==> src/rtl/cdp_dp_cvtout_unit.sv <==
// CDP output converter: round/shift stage, then saturate stage.
// Also keeps a sticky count of saturated lanes.
module cdp_dp_cvtout_unit (
  input  logic        nvdla_core_clk,
  input  logic        nvdla_core_rstn,
  input  logic        mul_unit_vld,
  output logic        mul_unit_rdy,
  input  logic [49:0] mul_unit_pd,
  input  logic [1:0]  reg2dp_input_data_type,
  input  logic [5:0]  reg2dp_datout_shifter,
  input  logic        reg2dp_op_en,
  output logic        cvtout_pvld,
  input  logic        cvtout_prdy,
  output logic [15:0] cvtout_pd,
  output logic [31:0] dp2reg_sat_cnt
);

  typedef enum logic [1:0] {
    M_I8  = 2'd0,
    M_I16 = 2'd1,
    M_FP  = 2'd2
  } mode_t;

  mode_t              w_mode;
  logic [4:0]         w_sh;
  logic signed [34:0] w_x0;
  logic signed [34:0] w_x1;
  logic signed [34:0] w_rnd;
  logic signed [34:0] w_sum0;
  logic signed [34:0] w_sum1;
  logic signed [34:0] w_r0;
  logic signed [34:0] w_r1;

  logic               r_s1_vld;
  mode_t              r_s1_mode;
  logic signed [33:0] r_s1_r0;
  logic signed [25:0] r_s1_r1;

  logic               r_s2_vld;
  logic [15:0]        r_s2_pd;
  logic [31:0]        r_sat_cnt;
  logic               r_op_en_d;

  logic               w_s1_ld;
  logic               w_s2_ld;
  logic               w_s2_rdy;
  logic               w_clr;
  logic [1:0]         w_sat;
  logic [1:0]         w_inc;
  logic [32:0]        w_cnt_sum;
  logic [15:0]        w_s2_pd;
  logic [7:0]         w_q0;
  logic [7:0]         w_q1;
  logic [15:0]        w_q16;

  always_comb begin
    w_mode = M_I16;
    unique case (reg2dp_input_data_type)
      2'd0:    w_mode = M_I8;
      2'd2:    w_mode = M_FP;
      default: w_mode = M_I16;
    endcase
  end

  assign w_sh = (reg2dp_datout_shifter > 6'd31) ? 5'd31
              : reg2dp_datout_shifter[4:0];

  // 35b headroom keeps the rounding add exact for every shift value
  assign w_x0 = (w_mode == M_I8)
              ? {{10{mul_unit_pd[24]}}, mul_unit_pd[24:0]}
              : {{2{mul_unit_pd[32]}}, mul_unit_pd[32:0]};
  assign w_x1 = {{10{mul_unit_pd[49]}}, mul_unit_pd[49:25]};

  assign w_rnd  = (w_sh == 5'd0) ? 35'sd0
                : (35'sd1 <<< (w_sh - 5'd1));
  assign w_sum0 = w_x0 + w_rnd;
  assign w_sum1 = w_x1 + w_rnd;
  assign w_r0   = w_sum0 >>> w_sh;
  assign w_r1   = w_sum1 >>> w_sh;

  assign w_s2_rdy     = ~r_s2_vld | cvtout_prdy;
  assign mul_unit_rdy = ~r_s1_vld | w_s2_rdy;
  assign w_s1_ld      = mul_unit_vld & mul_unit_rdy;
  assign w_s2_ld      = r_s1_vld & w_s2_rdy;

  assign w_q0 = (r_s1_r0 > 34'sd127)  ? 8'h7F
              : (r_s1_r0 < -34'sd128) ? 8'h80
              : r_s1_r0[7:0];
  assign w_q1 = (r_s1_r1 > 26'sd127)  ? 8'h7F
              : (r_s1_r1 < -26'sd128) ? 8'h80
              : r_s1_r1[7:0];
  assign w_q16 = (r_s1_r0 > 34'sd32767)  ? 16'h7FFF
               : (r_s1_r0 < -34'sd32768) ? 16'h8000
               : r_s1_r0[15:0];

  always_comb begin
    w_s2_pd = '0;
    w_sat   = '0;
    unique case (r_s1_mode)
      M_I8: begin
        w_s2_pd  = {w_q1, w_q0};
        w_sat[0] = (r_s1_r0 > 34'sd127) | (r_s1_r0 < -34'sd128);
        w_sat[1] = (r_s1_r1 > 26'sd127) | (r_s1_r1 < -26'sd128);
      end
      M_I16: begin
        w_s2_pd  = w_q16;
        w_sat[0] = (r_s1_r0 > 34'sd32767)
                 | (r_s1_r0 < -34'sd32768);
      end
      default: w_s2_pd = r_s1_r0[15:0];
    endcase
  end

  assign w_inc     = {1'b0, w_sat[1]} + {1'b0, w_sat[0]};
  assign w_cnt_sum = {1'b0, r_sat_cnt} + {31'd0, w_inc};
  assign w_clr     = reg2dp_op_en & ~r_op_en_d;

  always_ff @(posedge nvdla_core_clk or negedge nvdla_core_rstn) begin
    if (!nvdla_core_rstn) begin
      r_s1_vld  <= 1'b0;
      r_s1_mode <= M_I8;
      r_s1_r0   <= '0;
      r_s1_r1   <= '0;
      r_s2_vld  <= 1'b0;
      r_s2_pd   <= '0;
      r_sat_cnt <= '0;
      r_op_en_d <= 1'b0;
    end else begin
      r_op_en_d <= reg2dp_op_en;
      if (w_s1_ld) begin
        r_s1_vld  <= 1'b1;
        r_s1_mode <= w_mode;
        r_s1_r0   <= (w_mode == M_FP) ? {18'd0, mul_unit_pd[15:0]}
                   : w_r0[33:0];
        r_s1_r1   <= w_r1[25:0];
      end else if (w_s2_ld) begin
        r_s1_vld  <= 1'b0;
      end
      if (w_s2_ld) begin
        r_s2_vld <= 1'b1;
        r_s2_pd  <= w_s2_pd;
      end else if (cvtout_prdy) begin
        r_s2_vld <= 1'b0;
      end
      if (w_clr) begin
        r_sat_cnt <= '0;
      end else if (w_s2_ld) begin
        r_sat_cnt <= w_cnt_sum[32] ? 32'hFFFF_FFFF : w_cnt_sum[31:0];
      end
    end
  end

  assign cvtout_pvld    = r_s2_vld;
  assign cvtout_pd      = r_s2_pd;
  assign dp2reg_sat_cnt = r_sat_cnt;

endmodule

==> config.mk <==
export PLATFORM = sky130hd
export DESIGN_NAME = cdp_dp_cvtout_unit
export DESIGN_NICKNAME = d
export VERILOG_FILES = /design/src/rtl/cdp_dp_cvtout_unit.sv
export SDC_FILE = /design/constraint.sdc
export NUM_CORES = 1
export LEC_CHECK = 0
export BUFFER_PORTS_ARGS = -buffer_cell sky130_fd_sc_hd__buf_4
export CAP_MARGIN = 20
export CORE_UTILIZATION = 30
export CTS_BUF_LIST = sky130_fd_sc_hd__clkbuf_4 sky130_fd_sc_hd__clkbuf_8
export CTS_CLUSTER_DIAMETER = 120
export DETAILED_ROUTE_END_ITERATION = 10
export GPL_TIMING_DRIVEN = 0
export HOLD_SLACK_MARGIN = 0.05
export SYNTH_ARGS = -nofsm -noshare
export SYNTH_HDL_FRONTEND = slang
export SYNTH_SLANG_ARGS = --single-unit
==> constraint.sdc <==
create_clock -name nvdla_core_clk -period 8.4 [get_ports nvdla_core_clk]
set_input_delay 1.26 -clock nvdla_core_clk [delete_from_list [all_inputs] [get_ports nvdla_core_clk]]
set_output_delay 1.26 -clock nvdla_core_clk [all_outputs]
set_load 0.1 [all_outputs]
# --- Word-level counts from Yosys, hierarchy flattened ---
# Index checks and enable logic that the tools add are counted.
classes:
  addsub: 5
  order_cmp: 7
  n_eq_ne: 3
  shifts: 3
  n_mux: 21
  n_bitwise: 11
  n_reduce_logical: 7
op_table:
  columns: ["cell", "n"]
  rows:
  - ["$mux 32", 3]
  - ["$mux 35", 2]
  - ["$add 25x35->35", 1]
  - ["$add 35x35->35", 1]
  - ["$sshl 2x5->35 const A", 1]
  - ["$sshr 35x5->26", 1]
  - ["$sshr 35x5->34", 1]
  - ["$gt 34x16->1 const B", 1]
  - ["$gt 34x8->1 const B", 1]
  - ["$lt 34x16->1 const B", 1]
  - ["$lt 34x8->1 const B", 1]
  - ["$mux 34", 1]
  - ["$add 32x2->33", 1]
  - ["$mux 16", 2]
  - ["$mux 8", 4]
  - ["$pmux 16 s2", 1]
  - ["$gt 26x8->1 const B", 1]
  - ["$lt 26x8->1 const B", 1]
  - ["$gt 6x5->1 const B", 1]
  - ["$logic_not 2->1", 3]
  - ["$reduce_bool 2->1", 3]
  - ["$logic_not 5->1", 1]
  - ["$mux 1", 5]
  - ["$mux 5", 1]
  - ["9 further kinds", 18]
totals:
  register_bits: 113
  inputBits: 63
  out_inout_bits: 50
  word_cells: 65

# --- Logic depth before layout (Yosys ltp) ---
depth:
  word_depth: 8
  mapped_depth: 27
  depth_no_buf: 21

# --- Worst setup path before layout ---
# Ideal clock, no wire load.
synth_path:
  path_type: "input-to-reg"
  start: "input port reg2dp_datout_shifter[5]"
  end: "register r_s1_r1[7]"
  setup_time_ps: 133
  arrival_time_ps: 7071
  t_required_ps: 8267
  slack_ps: 1196
  cell_stages: 26
  n_path_buf: 7
  cell_sequence: "buf_2 -> buf_2 -> nor2_1 -> nand2_1 -> inv_1 -> clkbuf_1 -> buf_1 -> ha_1 -> clkbuf_1 -> clkbuf_1 -> nand2_1 -> nor2_1 -> ha_1 -> clkbuf_1 -> a21oi_1 -> o21ai_0 -> a41o_1 -> a21oi_1 -> o22ai_1 -> nor3_1 -> mux2i_1 -> o2111ai_1 -> a22o_1 -> a31o_2 -> a22oi_1 -> o21ai_0"
synth_via:
  elab_chain_cells: 7
  word_cells_on_any_way: 8
  classes_between: "add/sub: 2; order compare: 1; shift: 2; mux: 2; reduce/logical: 1"
synth_rtl:
  columns: ["element", "line", "text"]
  rows:
  - ["start, declared", "10", "input logic [5:0] reg2dp_datout_shifter,"]
  - ["$gt 6x5->1 *", "65", "assign w_sh = (reg2dp_datout_shifter > 6'd31) ? 5'd31"]
  - ["$mux 5 *", "65", null]
  - ["$sub 5x1->5", "75", ": (35'sd1 <<< (w_sh - 5'd1));"]
  - ["$sshl 2x5->35", "75", null]
  - ["$mux 35", "74", "assign w_rnd = (w_sh == 5'd0) ? 35'sd0"]
  - ["$add 25x35->35", "77", "assign w_sum1 = w_x1 + w_rnd;"]
  - ["$sshr 35x5->26 *", "79", "assign w_r1 = w_sum1 >>> w_sh;"]
  - ["end signal, assigned", "135", "r_s1_r1 <= w_r1[25:0];"]
  - ["end, declared", "37", "logic signed [25:0] r_s1_r1;"]
# Every way passes the cells marked *; elsewhere a longest branch is shown, timed or not.
# A chain may end at the register's enable or synchronous reset.

# --- Final worst setup path ---
layout_path:
  start: "input port reg2dp_datout_shifter[5]"
  end: "register r_s1_r0[7]"
layout_via:
  elab_chain_cells: 8
  word_cells_on_any_way: 9
  classes_between: "add/sub: 2; order compare: 1; shift: 2; mux: 3; reduce/logical: 1"
layout_rtl:
  columns: ["element", "line", "text"]
  rows:
  - ["$gt 6x5->1 *", "65", null]
  - ["$mux 5 *", "65", null]
  - ["$sub 5x1->5", "75", null]
  - ["$sshl 2x5->35", "75", null]
  - ["$mux 35", "74", null]
  - ["$add 35x35->35", "76", "assign w_sum0 = w_x0 + w_rnd;"]
  - ["$sshr 35x5->34 *", "78", "assign w_r0 = w_sum0 >>> w_sh;"]
  - ["$mux 34 *", "133", "r_s1_r0 <= (w_mode == M_FP) ? {18'd0, mul_unit_pd[15:0]}"]
  - ["end signal, assigned", "133", null]
  - ["end, declared", "36", "logic signed [33:0] r_s1_r0;"]
# Marks and branches as above.

==> qor.csv <==
stage,metric,value,unit
layout,Non-Filler Instances,2994,
sta,Max Fclk,0.120,GHz
placed_design,input/output buffers,105,
sta,Worst slew margin,0.191,
worst_hold_path,Hold Crit Depth,1,
sta,Post-Route Setup TNS,0,ns
sta,Final setup viols,0,
setup_path,FF-to-FF Start,r_s1_r0[33],
route,max layer used,met4,
floorplan,DIE AREA,0.0515,sq mm
global_routing,first-pass GRT wire length,119,mm
job,max_cap viols,0,
clock_network,Bufs on Longest Clock Path,2,
setup_path,R2R setup slack,3.16,ns
global_routing,largest net degree at the start of global routing,59,
setup_path,CP Class,in2reg,
setup_path,Worst path top cell family by delay,simple AND/OR/NAND/NOR gates,
layout,"commonest non-fill, non-tap cell in the layout",nand2_1,
layout,fin area,0.0176,sq mm
power,Peak VDD IR,0.0980,mV
setup_path,worst reg-to-reg path cell count,23,
route,starting DRC count in detailed routing,2527,
setup_path,CP max stage cell,a211oi_2,
placed_design,dpl cells,2959,
route,# DRC,0,
layout,most frequent cells in the layout,"264 x nand2_1, 228 x nor2_1, 197 x a21oi_1",
sta,post-route clock period utilization,0.994,
route,DR WL met3,6.36,mm
yosys,Post-Synthesis Cell Area,0.0152,sq mm
setup_path,CP Buf/Inv Count,8,
setup_path,WP data arrival,8.66,ns
setup_path,max incr delay on CP,0.46,ns
route,drt wl/cell,27.1,microns
floorplan,Core Region,0.0501,sq mm
route,Routed WL,81.2,mm
layout,layout cell share with drive strength beyond 1,0.115,
route,drt first pass iters,8,
placed_design,DP HPWL,66.7,mm
worst_hold_path,Hold/Removal Path Class,reg2reg,
route,Detail Route Antenna Nets,0,
clock_network,later-pin clock latency in the skew report,0.44,ns
route,DR WL met2,35.7,mm
yosys,Seq cells post-synth,113,
yosys,post-synth net total,2301,
global_routing,gr usage total,0.311,
yosys,sequential-to-total area share from yosys stat,0.186,
clock_network,Root Buffer Master,clkbuf_8,
clock_network,CTS tree,done,
sta,max-slew violations,0,
layout,filler cell count,5522,
floorplan,Rows,82,
worst_hold_path,Hold Startpoint,r_s1_vld,
worst_hold_path,"Endpoint, Worst Hold",cvtout_pvld,
sta,Hold Fails Final Rpt,0,
yosys,Post-synth EDFFs,0,
setup_path,data required time of the critical path,8.71,ns
setup_path,worst r2r dst,dp2reg_sat_cnt[17],
floorplan,Vert. Die Dim,227,microns
route,via count,19300,
floorplan,Boundary Pins,113,
yosys,Ys Warns,0,
layout,Antenna Cells,0,
yosys,Post-synth top flop,dfrtp_1,
setup_path,Startpoint Class,input pin,
yosys,Cells after Synth,2179,
floorplan,Die W,227,microns
yosys,"FFs w/ async S/R, synth",1.00,
clock_network,clk sinks,113,
global_routing,grt total ovfl,0,
sta,"Min Clock Period, post-route",8.35,ns
global_routing,vias in the first global route,18100,
layout,Final #Nets,2433,
power,Pleak,6.69,nW
power,power per cell area,141,mW/mm^2
sta,Worst Clk Skew,0.0211,ns
route,via/cell ratio,6.46,
setup_path,"Max FO, Critical Path",11,
clock_network,clk slew on worst S/H paths,0.08,ns
placed_design,Routability Congestion,0.996,
clock_network,TritonCTS Buffers,17,
setup_path,CP Capture Type,flip-flop,
route,metal1 wirelength,33.4,mm
layout,area grow syn2layout,16.0,%
yosys,number of distinct library cells after synthesis,101,
placed_design,dpl cell area,0.0168,sq mm
yosys,"Avg Cell Area, Syn",6.96,sq um
sta,RSZ-0062 raised after global routing,no,
global_routing,initial antenna violation count,1,
floorplan,Initial Utilization,0.303,
run_status,status,"complete, no violations",
sta,Tightest Pin Transition,1.21,ns
clock_network,CTS HTree Levels,4,
-- cell families after synthesis --
| kind of cell | synth area share |
|---|---|
| flops | 0.186 |
| fa+ha+maj | 0.0492 |
| buf+inv | 0.0474 |
| xor+xnor | 0.0300 |
| compound gates | 0.381 |
| mux | 0.0331 |
| simple gates | 0.273 |
-- layout make-up --
type / count / area [sq um] / area share
plain buffers: 149 / 616 / 0.0350
clock inverters: 10 / 185 / 0.0105
inverters: 30 / 116 / 0.00661
flip-flops and latches: 113 / 2830 / 0.161
well taps: 672 / 841 / 0.0478
clock buffers: 20 / 263 / 0.0149
multi-input cells: 1884 / 11900 / 0.674
repair buffers: 116 / 890 / 0.0506
-- synth_stat cells (all sizes together), types with 7 or more instances --
library cell	instances	area [sq um]
nand2	265	995
nor2	235	882
a21oi	200	1000
o21ai	188	945
clkbuf	126	473
dfrtp	113	2830
nor3	84	435
a211oi	63	483
ha	58	726
nand3	57	285
o211ai	50	375
nand4	43	269
mux2i	40	400
a21o	38	285
a31oi	37	231
xnor2	36	315
or3	33	206
and3	32	205
inv	28	105
and2	26	163
buf	26	134
o22ai	25	156
a221oi	23	225
nor4	21	146
o21a	18	135
a2111oi	17	188
a22oi	17	128
o31ai	17	141
xor2	16	140
nand2b	15	93.8
a211o	13	114
a22o	13	114
nor2b	12	75.1
o221ai	12	105
or2	12	75.1
a21boi	11	86.3
a311oi	11	96.3
a221o	10	100
o21bai	10	75.1
or4	10	78.8
mux2	7	78.8
o311ai	7	76.3
-- state kept, by name, summed over array words and instances, names as in the netlist --
name	flops
dp2reg_sat_cnt	32
r_s1_mode	2
r_s1_r1	26
r_s1_vld	1
r_op_en_d	1
cvtout_pvld	1
cvtout_pd	16
r_s1_r0	34
-- report_power, final --
group / switching (mW) / internal, mW
clock network: 0.231 / 0.364
registers: 0.0806 / 0.628
logic: 0.847 / 0.329
-- metal layers --
layer / GRT usage / up-vias
met5: 0 / -
met4: 0.189 / 0
met3: 0.0341 / 271
met2: 0.499 / 1171
met1: 0.401 / 9304
li1: - / 8595
-- timing repair --
item	4_1_cts	5_1_grt
hold buffers	0	0
setup buffers	0	7
pin swaps	0	5
setup endpoints to repair	60	57
gates resized for setup	44	28
-- metrics by stage --
step	setup WS, ns	power [mW]	utilization	hold WS (ns)
final	0.0528	2.48	0.351	0.496
after global routing	0.0121	2.58	0.351	0.526
after CTS	0.00472	2.45	0.349	0.500
after detailed placement	-2.70	1.85	0.336	0.483
after global placement	-2.74	1.83	0.336	0.469
after floorplan	1.20	1.45	-	0.454
-- worst max path at each step --
stage | from | to | slack (ns) | cells after the start
global route | reg2dp_datout_shifter[5] | r_s1_r1[19] | 0.01 | 26
detailed placement | reg2dp_datout_shifter[0] | r_s1_r0[11] | -2.70 | 25
floorplan | reg2dp_datout_shifter[5] | r_s1_r1[7] | 1.20 | 26
finish | reg2dp_datout_shifter[5] | r_s1_r0[7] | 0.05 | 26
CTS | reg2dp_datout_shifter[0] | r_s1_r0[6] | 0.005 | 26
global placement | reg2dp_datout_shifter[5] | r_s1_r0[11] | -2.74 | 25
No activity file was read; power rests on OpenSTA's default activity.
